### src/rtl/prod_accumulator.sv
// Product accumulator: sums COUNT accepted unsigned products into one wide result
// and presents it on a valid/ready handshake, with a sticky wrap flag.

module prod_accumulator_chk #(
  parameter int ACC_W = 19
) (
  input logic             clk,
  input logic             rst_n,
  input logic             clr,
  input logic             out_valid,
  input logic             out_ready,
  input logic             prod_ready,
  input logic [ACC_W-1:0] acc_out
);

  // A presented result may only leave through a handshake or a clear.
  a_result_held: assert property (@(posedge clk) disable iff (!rst_n)
    (out_valid && !out_ready && !clr) |=> (out_valid && $stable(acc_out)));

  a_ready_decode: assert property (@(posedge clk) disable iff (!rst_n)
    prod_ready == !out_valid);

endmodule

module prod_accumulator #(
  parameter int PROD_W = 16,
  parameter int COUNT  = 8,
  parameter int ACC_W  = PROD_W + $clog2(COUNT)
) (
  input  logic              clk,
  input  logic              rst_n,
  input  logic              clr,
  input  logic              prod_valid,
  input  logic [PROD_W-1:0] prod_in,
  output logic              prod_ready,
  output logic [ACC_W-1:0]  acc_out,
  output logic              out_valid,
  input  logic              out_ready,
  output logic              ovf,
  output logic [7:0]        cnt
);

  localparam logic [1:0] S_IDLE  = 2'd0;
  localparam logic [1:0] S_ACCUM = 2'd1;
  localparam logic [1:0] S_DONE  = 2'd2;

  // One spare bit above the wider operand captures the carry out of ACC_W.
  localparam int SUM_W = ((ACC_W > PROD_W) ? ACC_W : PROD_W) + 1;
  // Nine bits so COUNT=256 is reachable; the port shows the low eight.
  localparam int CNT_W = 9;
  localparam logic [CNT_W-1:0] COUNT_C = CNT_W'(COUNT);

  logic [1:0]       state_q, state_d;
  logic [ACC_W-1:0] acc_q, acc_d;
  logic [ACC_W-1:0] acc_out_q, acc_out_d;
  logic [CNT_W-1:0] cnt_q, cnt_d;
  logic             ovf_q, ovf_d;
  logic             out_valid_q, out_valid_d;

  logic [SUM_W-1:0] acc_base_s;
  logic [SUM_W-1:0] sum_s;
  logic             carry_s;
  logic             ovf_base_s;
  logic [CNT_W-1:0] cnt_inc_s;
  logic             last_s;
  logic             accept_s;

  assign prod_ready = (state_q != S_DONE);
  assign accept_s   = prod_valid && prod_ready && !clr;

  // Shared adder: the IDLE load is the same add with a zero base.
  always_comb begin
    acc_base_s = {SUM_W{1'b0}};
    ovf_base_s = 1'b0;
    if (state_q == S_IDLE) begin
      acc_base_s = {SUM_W{1'b0}};
      ovf_base_s = 1'b0;
    end else begin
      acc_base_s = SUM_W'(acc_q);
      ovf_base_s = ovf_q;
    end
    sum_s     = acc_base_s + SUM_W'(prod_in);
    carry_s   = |sum_s[SUM_W-1:ACC_W];
    cnt_inc_s = cnt_q + {{(CNT_W-1){1'b0}}, 1'b1};
    last_s    = (cnt_inc_s == COUNT_C);
  end

  // Next-state and datapath update.
  always_comb begin
    state_d     = state_q;
    acc_d       = acc_q;
    acc_out_d   = acc_out_q;
    cnt_d       = cnt_q;
    ovf_d       = ovf_q;
    out_valid_d = out_valid_q;
    if (clr) begin
      state_d     = S_IDLE;
      acc_d       = {ACC_W{1'b0}};
      acc_out_d   = {ACC_W{1'b0}};
      cnt_d       = {CNT_W{1'b0}};
      ovf_d       = 1'b0;
      out_valid_d = 1'b0;
    end else begin
      case (state_q)
        S_IDLE, S_ACCUM: begin
          if (accept_s) begin
            acc_d = sum_s[ACC_W-1:0];
            cnt_d = cnt_inc_s;
            ovf_d = ovf_base_s | carry_s;
            if (last_s) begin
              acc_out_d   = sum_s[ACC_W-1:0];
              out_valid_d = 1'b1;
              state_d     = S_DONE;
            end else begin
              state_d = S_ACCUM;
            end
          end else begin
            state_d = state_q;
          end
        end
        S_DONE: begin
          // acc_out and ovf stay put; ovf clears on the next IDLE load.
          if (out_ready) begin
            state_d     = S_IDLE;
            out_valid_d = 1'b0;
            cnt_d       = {CNT_W{1'b0}};
          end else begin
            state_d = S_DONE;
          end
        end
        default: begin
          state_d     = S_IDLE;
          acc_d       = {ACC_W{1'b0}};
          acc_out_d   = {ACC_W{1'b0}};
          cnt_d       = {CNT_W{1'b0}};
          ovf_d       = 1'b0;
          out_valid_d = 1'b0;
        end
      endcase
    end
  end

  // State registers with asynchronous reset.
  always_ff @(posedge clk or negedge rst_n) begin
    if (!rst_n) begin
      state_q     <= S_IDLE;
      acc_q       <= {ACC_W{1'b0}};
      acc_out_q   <= {ACC_W{1'b0}};
      cnt_q       <= {CNT_W{1'b0}};
      ovf_q       <= 1'b0;
      out_valid_q <= 1'b0;
    end else begin
      state_q     <= state_d;
      acc_q       <= acc_d;
      acc_out_q   <= acc_out_d;
      cnt_q       <= cnt_d;
      ovf_q       <= ovf_d;
      out_valid_q <= out_valid_d;
    end
  end

  assign acc_out   = acc_out_q;
  assign out_valid = out_valid_q;
  assign ovf       = ovf_q;
  assign cnt       = cnt_q[7:0];

  prod_accumulator_chk #(.ACC_W(ACC_W)) u_chk (
    .clk        (clk),
    .rst_n      (rst_n),
    .clr        (clr),
    .out_valid  (out_valid_q),
    .out_ready  (out_ready),
    .prod_ready (prod_ready),
    .acc_out    (acc_out_q)
  );

endmodule

### config.mk
export PLATFORM = sky130hd
export DESIGN_NAME = prod_accumulator
export DESIGN_NICKNAME = d
export VERILOG_FILES = /design/src/rtl/prod_accumulator.sv
export SDC_FILE = /design/constraint.sdc
export NUM_CORES = 1
export LEC_CHECK = 0
export CORE_MARGIN = 2
export CORE_UTILIZATION = 49
export DETAILED_ROUTE_END_ITERATION = 10
export PLACE_DENSITY = 0.81
export SKIP_CTS_REPAIR_TIMING = 1
export SYNTH_ARGS = -nofsm -noshare
export SYNTH_HDL_FRONTEND = slang
export SYNTH_SLANG_ARGS = --single-unit
### constraint.sdc
create_clock -name clk -period 3.1 [get_ports clk]
set_input_delay 0.775 -clock clk [delete_from_list [all_inputs] [get_ports clk]]
set_output_delay 0.775 -clock clk [all_outputs]
set_load 0.01 [all_outputs]
==> summary.txt <==
Outcome: completed
Worst Setup Slack post-DPL: -0.118 ns
Post-Synthesis Cells: 361
Largest net degree at the start of global routing: 28
Inserted Diodes: 0
Worst Hold Class: in2async
CP Data Arrival Time: 3.19 ns
Number of flops mapped to enable cells by yosys: 0
Clk slew on worst S/H paths: 0.11 ns
Final setup viols: 0
Async SR Flop Fraction: 100%
Max-cap violations: 0
Inserted Clock Buffers: 5
Avg Cell Area, Syn: 9.21 um^2
Fraction of layout instances using a drive strength above 1: 14.6%
Final WL: 8.85 mm
Synth warn: 0
Worst path cell trace: or2_4 > buf_12 > and2_1 > ha_1 > buf_4 > a21o_1 > a311o_1 > and3_1 > a31oi_1 > o311ai_2 > a22o_1
Dpl cell area: 4090 um^2
Total grt overflow: 0
Final #Nets: 470
Clock skew: 0.0117 ns
Syn nets: 401
P_int: 1.05 mW
Skew-Pair Late Insertion Delay: 0.31 ns
Starting Density: 49.8%
Drt wl/cell: 17.3 um
CP bufs+invs: 2
Post-synthesis instance area: 3330 um^2
Reg power frac: 47.3%
Worst path top cell family by delay: compound AO/OA/AOI/OAI gates
Pre-antenna DRT Iters: 4
Die height: 86.4 um
Final Worst Setup Slack: 0.112 ns
Max VDD drop: 0.222 mV
Sink Count: 51
Min Tclk post-route: 2.99 ns
Die width: 86.4 um
GPL Wtd Cong: 0.965
WP data required: 3.30 ns
Fmax: 335 MHz
Final Cycle Share: 96.4%
Sequential element share of the synthesized area: 38.4%
WHS: 0.456 ns
Post-Layout Inst Area: 4210 um^2
Leak pwr: 1.89 nW
Reg2reg path depth: 11
Vias in the first global route: 3118
CTS HTree Levels: 2
CTS tree: done
Gr usage total: 24.7%
Final core occ: 63.0%
Unrepaired setup endpoints after global routing: false
Count of cell types in the netlist: 56
Crit path kind: reg2reg
First-pass GRT wire length: 14.8 mm
Yosys reg bits: 51
Std cell rows: 30
CP max FO: 12
Crit-path max cell delay: 0.43 ns
Sw power: 478 uW
Slew Viols, Final: 0
Area growth syn-to-layout: 26.6%
Fin. Hold Viols: 0
Power per cell area: 363 nW/um^2
Crit path capture type: register
First DRT Iteration DRCs: 232
IO Count: 51
Die ar.: 7460 um^2
Core region area: 6680 um^2
Sw Ratio: 31.3%
Clock network fraction of total power: 26.8%
IO Port Bufs: 50
Post-synth top flop: dfrtp_1
Slowest CP cell: dfrtp_1
Tightest Pin Transition: 0.614 ns
Cell count along the critical path: 11
Clock root buffer: clkbuf_8
Comb power frac: 25.9%
CTS Buffer Depth: 2
Initial antenna violation count: 0
DP HPWL: 6.75 mm
Slew HR: 59.1%
Vias per cell: 6.01
Vias post-DR: 3073
Detail Route Antenna Nets: 0
DRC: 0
Worst setup SP type: register
## kinds of logic (layout without fill, tap and decap cells)
| group | Yosys count | in the layout | synth area share (%) |
|---|---|---|---|
| simple gates | 128 | 128 | 20.0 |
| flops | 51 | 51 | 38.4 |
| compound gates | 118 | 118 | 24.9 |
| fa+ha+maj | 19 | 19 | 7.37 |
| xor+xnor | 11 | 11 | 2.90 |
| buf+inv | 29 | 99 | 4.85 |
| mux | 5 | 5 | 1.62 |
## state kept, by name, indices dropped and copies added, names as in the netlist
register   flops
acc_out       19
acc_q         19
cnt_q          9
state_q        2
out_valid      1
ovf            1
## area by class of cell
class	count	area, um^2
Inverter	1	3.75
Clock inverter	3	22.5
Clock buffer	5	68.8
Timing Repair Buffer	90	821
Tap cell	80	100
Fill cell	593	2470
Sequential cell	51	1280
Multi-Input combinational cell	281	1920
## cell usage after synthesis (3+ instances only)
| cell type | number | area share, % |
|---|---|---|
| and2_1 | 19 | 3.6 |
| and3_1 | 7 | 1.3 |
| nor2_1 | 23 | 2.6 |
| a22o_1 | 15 | 4.0 |
| xor2_1 | 5 | 1.3 |
| o31ai_1 | 8 | 1.8 |
| clkbuf_1 | 9 | 1.0 |
| o21ai_0 | 27 | 4.1 |
| a31oi_1 | 5 | 0.94 |
| ha_1 | 18 | 6.8 |
| o21bai_1 | 4 | 0.90 |
| nor3_1 | 5 | 0.75 |
| nand2_1 | 36 | 4.1 |
| dfrtp_1 | 51 | 38 |
| nor2b_1 | 3 | 0.56 |
| nand4_1 | 5 | 0.94 |
| or2_2 | 3 | 0.56 |
| nand3b_1 | 3 | 0.68 |
| nand3_1 | 9 | 1.4 |
| buf_2 | 9 | 1.4 |
| o2bb2ai_1 | 5 | 1.3 |
| a32o_1 | 5 | 1.5 |
| mux2_2 | 3 | 1.0 |
| a21o_1 | 9 | 2.0 |
| a21oi_1 | 16 | 2.4 |
| a211oi_1 | 6 | 1.4 |
| buf_4 | 9 | 2.0 |
| nand2b_1 | 3 | 0.56 |
| xnor2_1 | 6 | 1.6 |
## worst register-to-register path, stage by stage, from the launching register on
cell and delay [ns]:
dfrtp_1 0.43, or2_4 0.34, buf_12 0.15, and2_1 0.15
ha_1 0.29, buf_4 0.17, a21o_1 0.16, a311o_1 0.28
and3_1 0.19, a31oi_1 0.24, o311ai_2 0.21, a22o_1 0.28
## metal layers
layer,vias to the layer above,global-route usage [%],share of wire [%]
met3,14,3.33,5.7
met2,106,39.5,47
met4,0,7.39,1.7
met5,-,0,0
li1,1469,-,-
met1,1484,35.0,45
## power by group through the flow
stage,sequential (mW),combinational [mW],clock [mW]
after floorplan,0.732,0.219,0
after global placement,0.734,0.379,0
after detailed placement,0.736,0.385,0
after CTS,0.723,0.388,0.416
after global routing,0.728,0.433,0.440
final,0.723,0.396,0.410
## path summary, 6_finish.rpt
path                                 start          end  slack (ns)
worst max register to register  state_q[0]  acc_out[17]        0.11
min in group clk                  acc_q[5]     acc_q[5]        0.48
worst max-delay path            state_q[0]  acc_out[17]        0.11
worst min-delay path                 rst_n   acc_out[6]        0.46
max in group asynchronous            rst_n   acc_out[5]        2.01
worst min register to register    acc_q[5]     acc_q[5]        0.48
## metrics by stage
stage               total power [mW]  cells  TNS, ns
floorplan                      0.952    361        0
global placement                1.11    503   -0.183
detailed placement              1.12    503   -0.768
CTS                             1.53    511  -0.0253
global route                    1.60    511        0
finish                          1.53    511        0
## cell usage in the layout, fill, tap and decap left out, types with 3 or more instances in the layout
master            n
buf_4            38
a31oi_1           5
a32o_1            5
o31ai_1           8
dfrtp_1          51
clkdlybuf4s50_1  49
nor3_1            5
and2_1           19
a21oi_1          16
and3_1            7
o21ai_0          27
xor2_1            5
a211oi_1          5
nand2_1          36
nand2b_1          3
nand3b_1          3
nor2_1           23
a22o_1           15
ha_1             18
xnor2_1           6
mux2_2            3
nand4_1           5
a21o_1            9
o21bai_1          4
nand3_1           9
clkbuf_8          5
o2bb2ai_1         5
nor2b_1           3
Power figures use the tool's default switching activity.
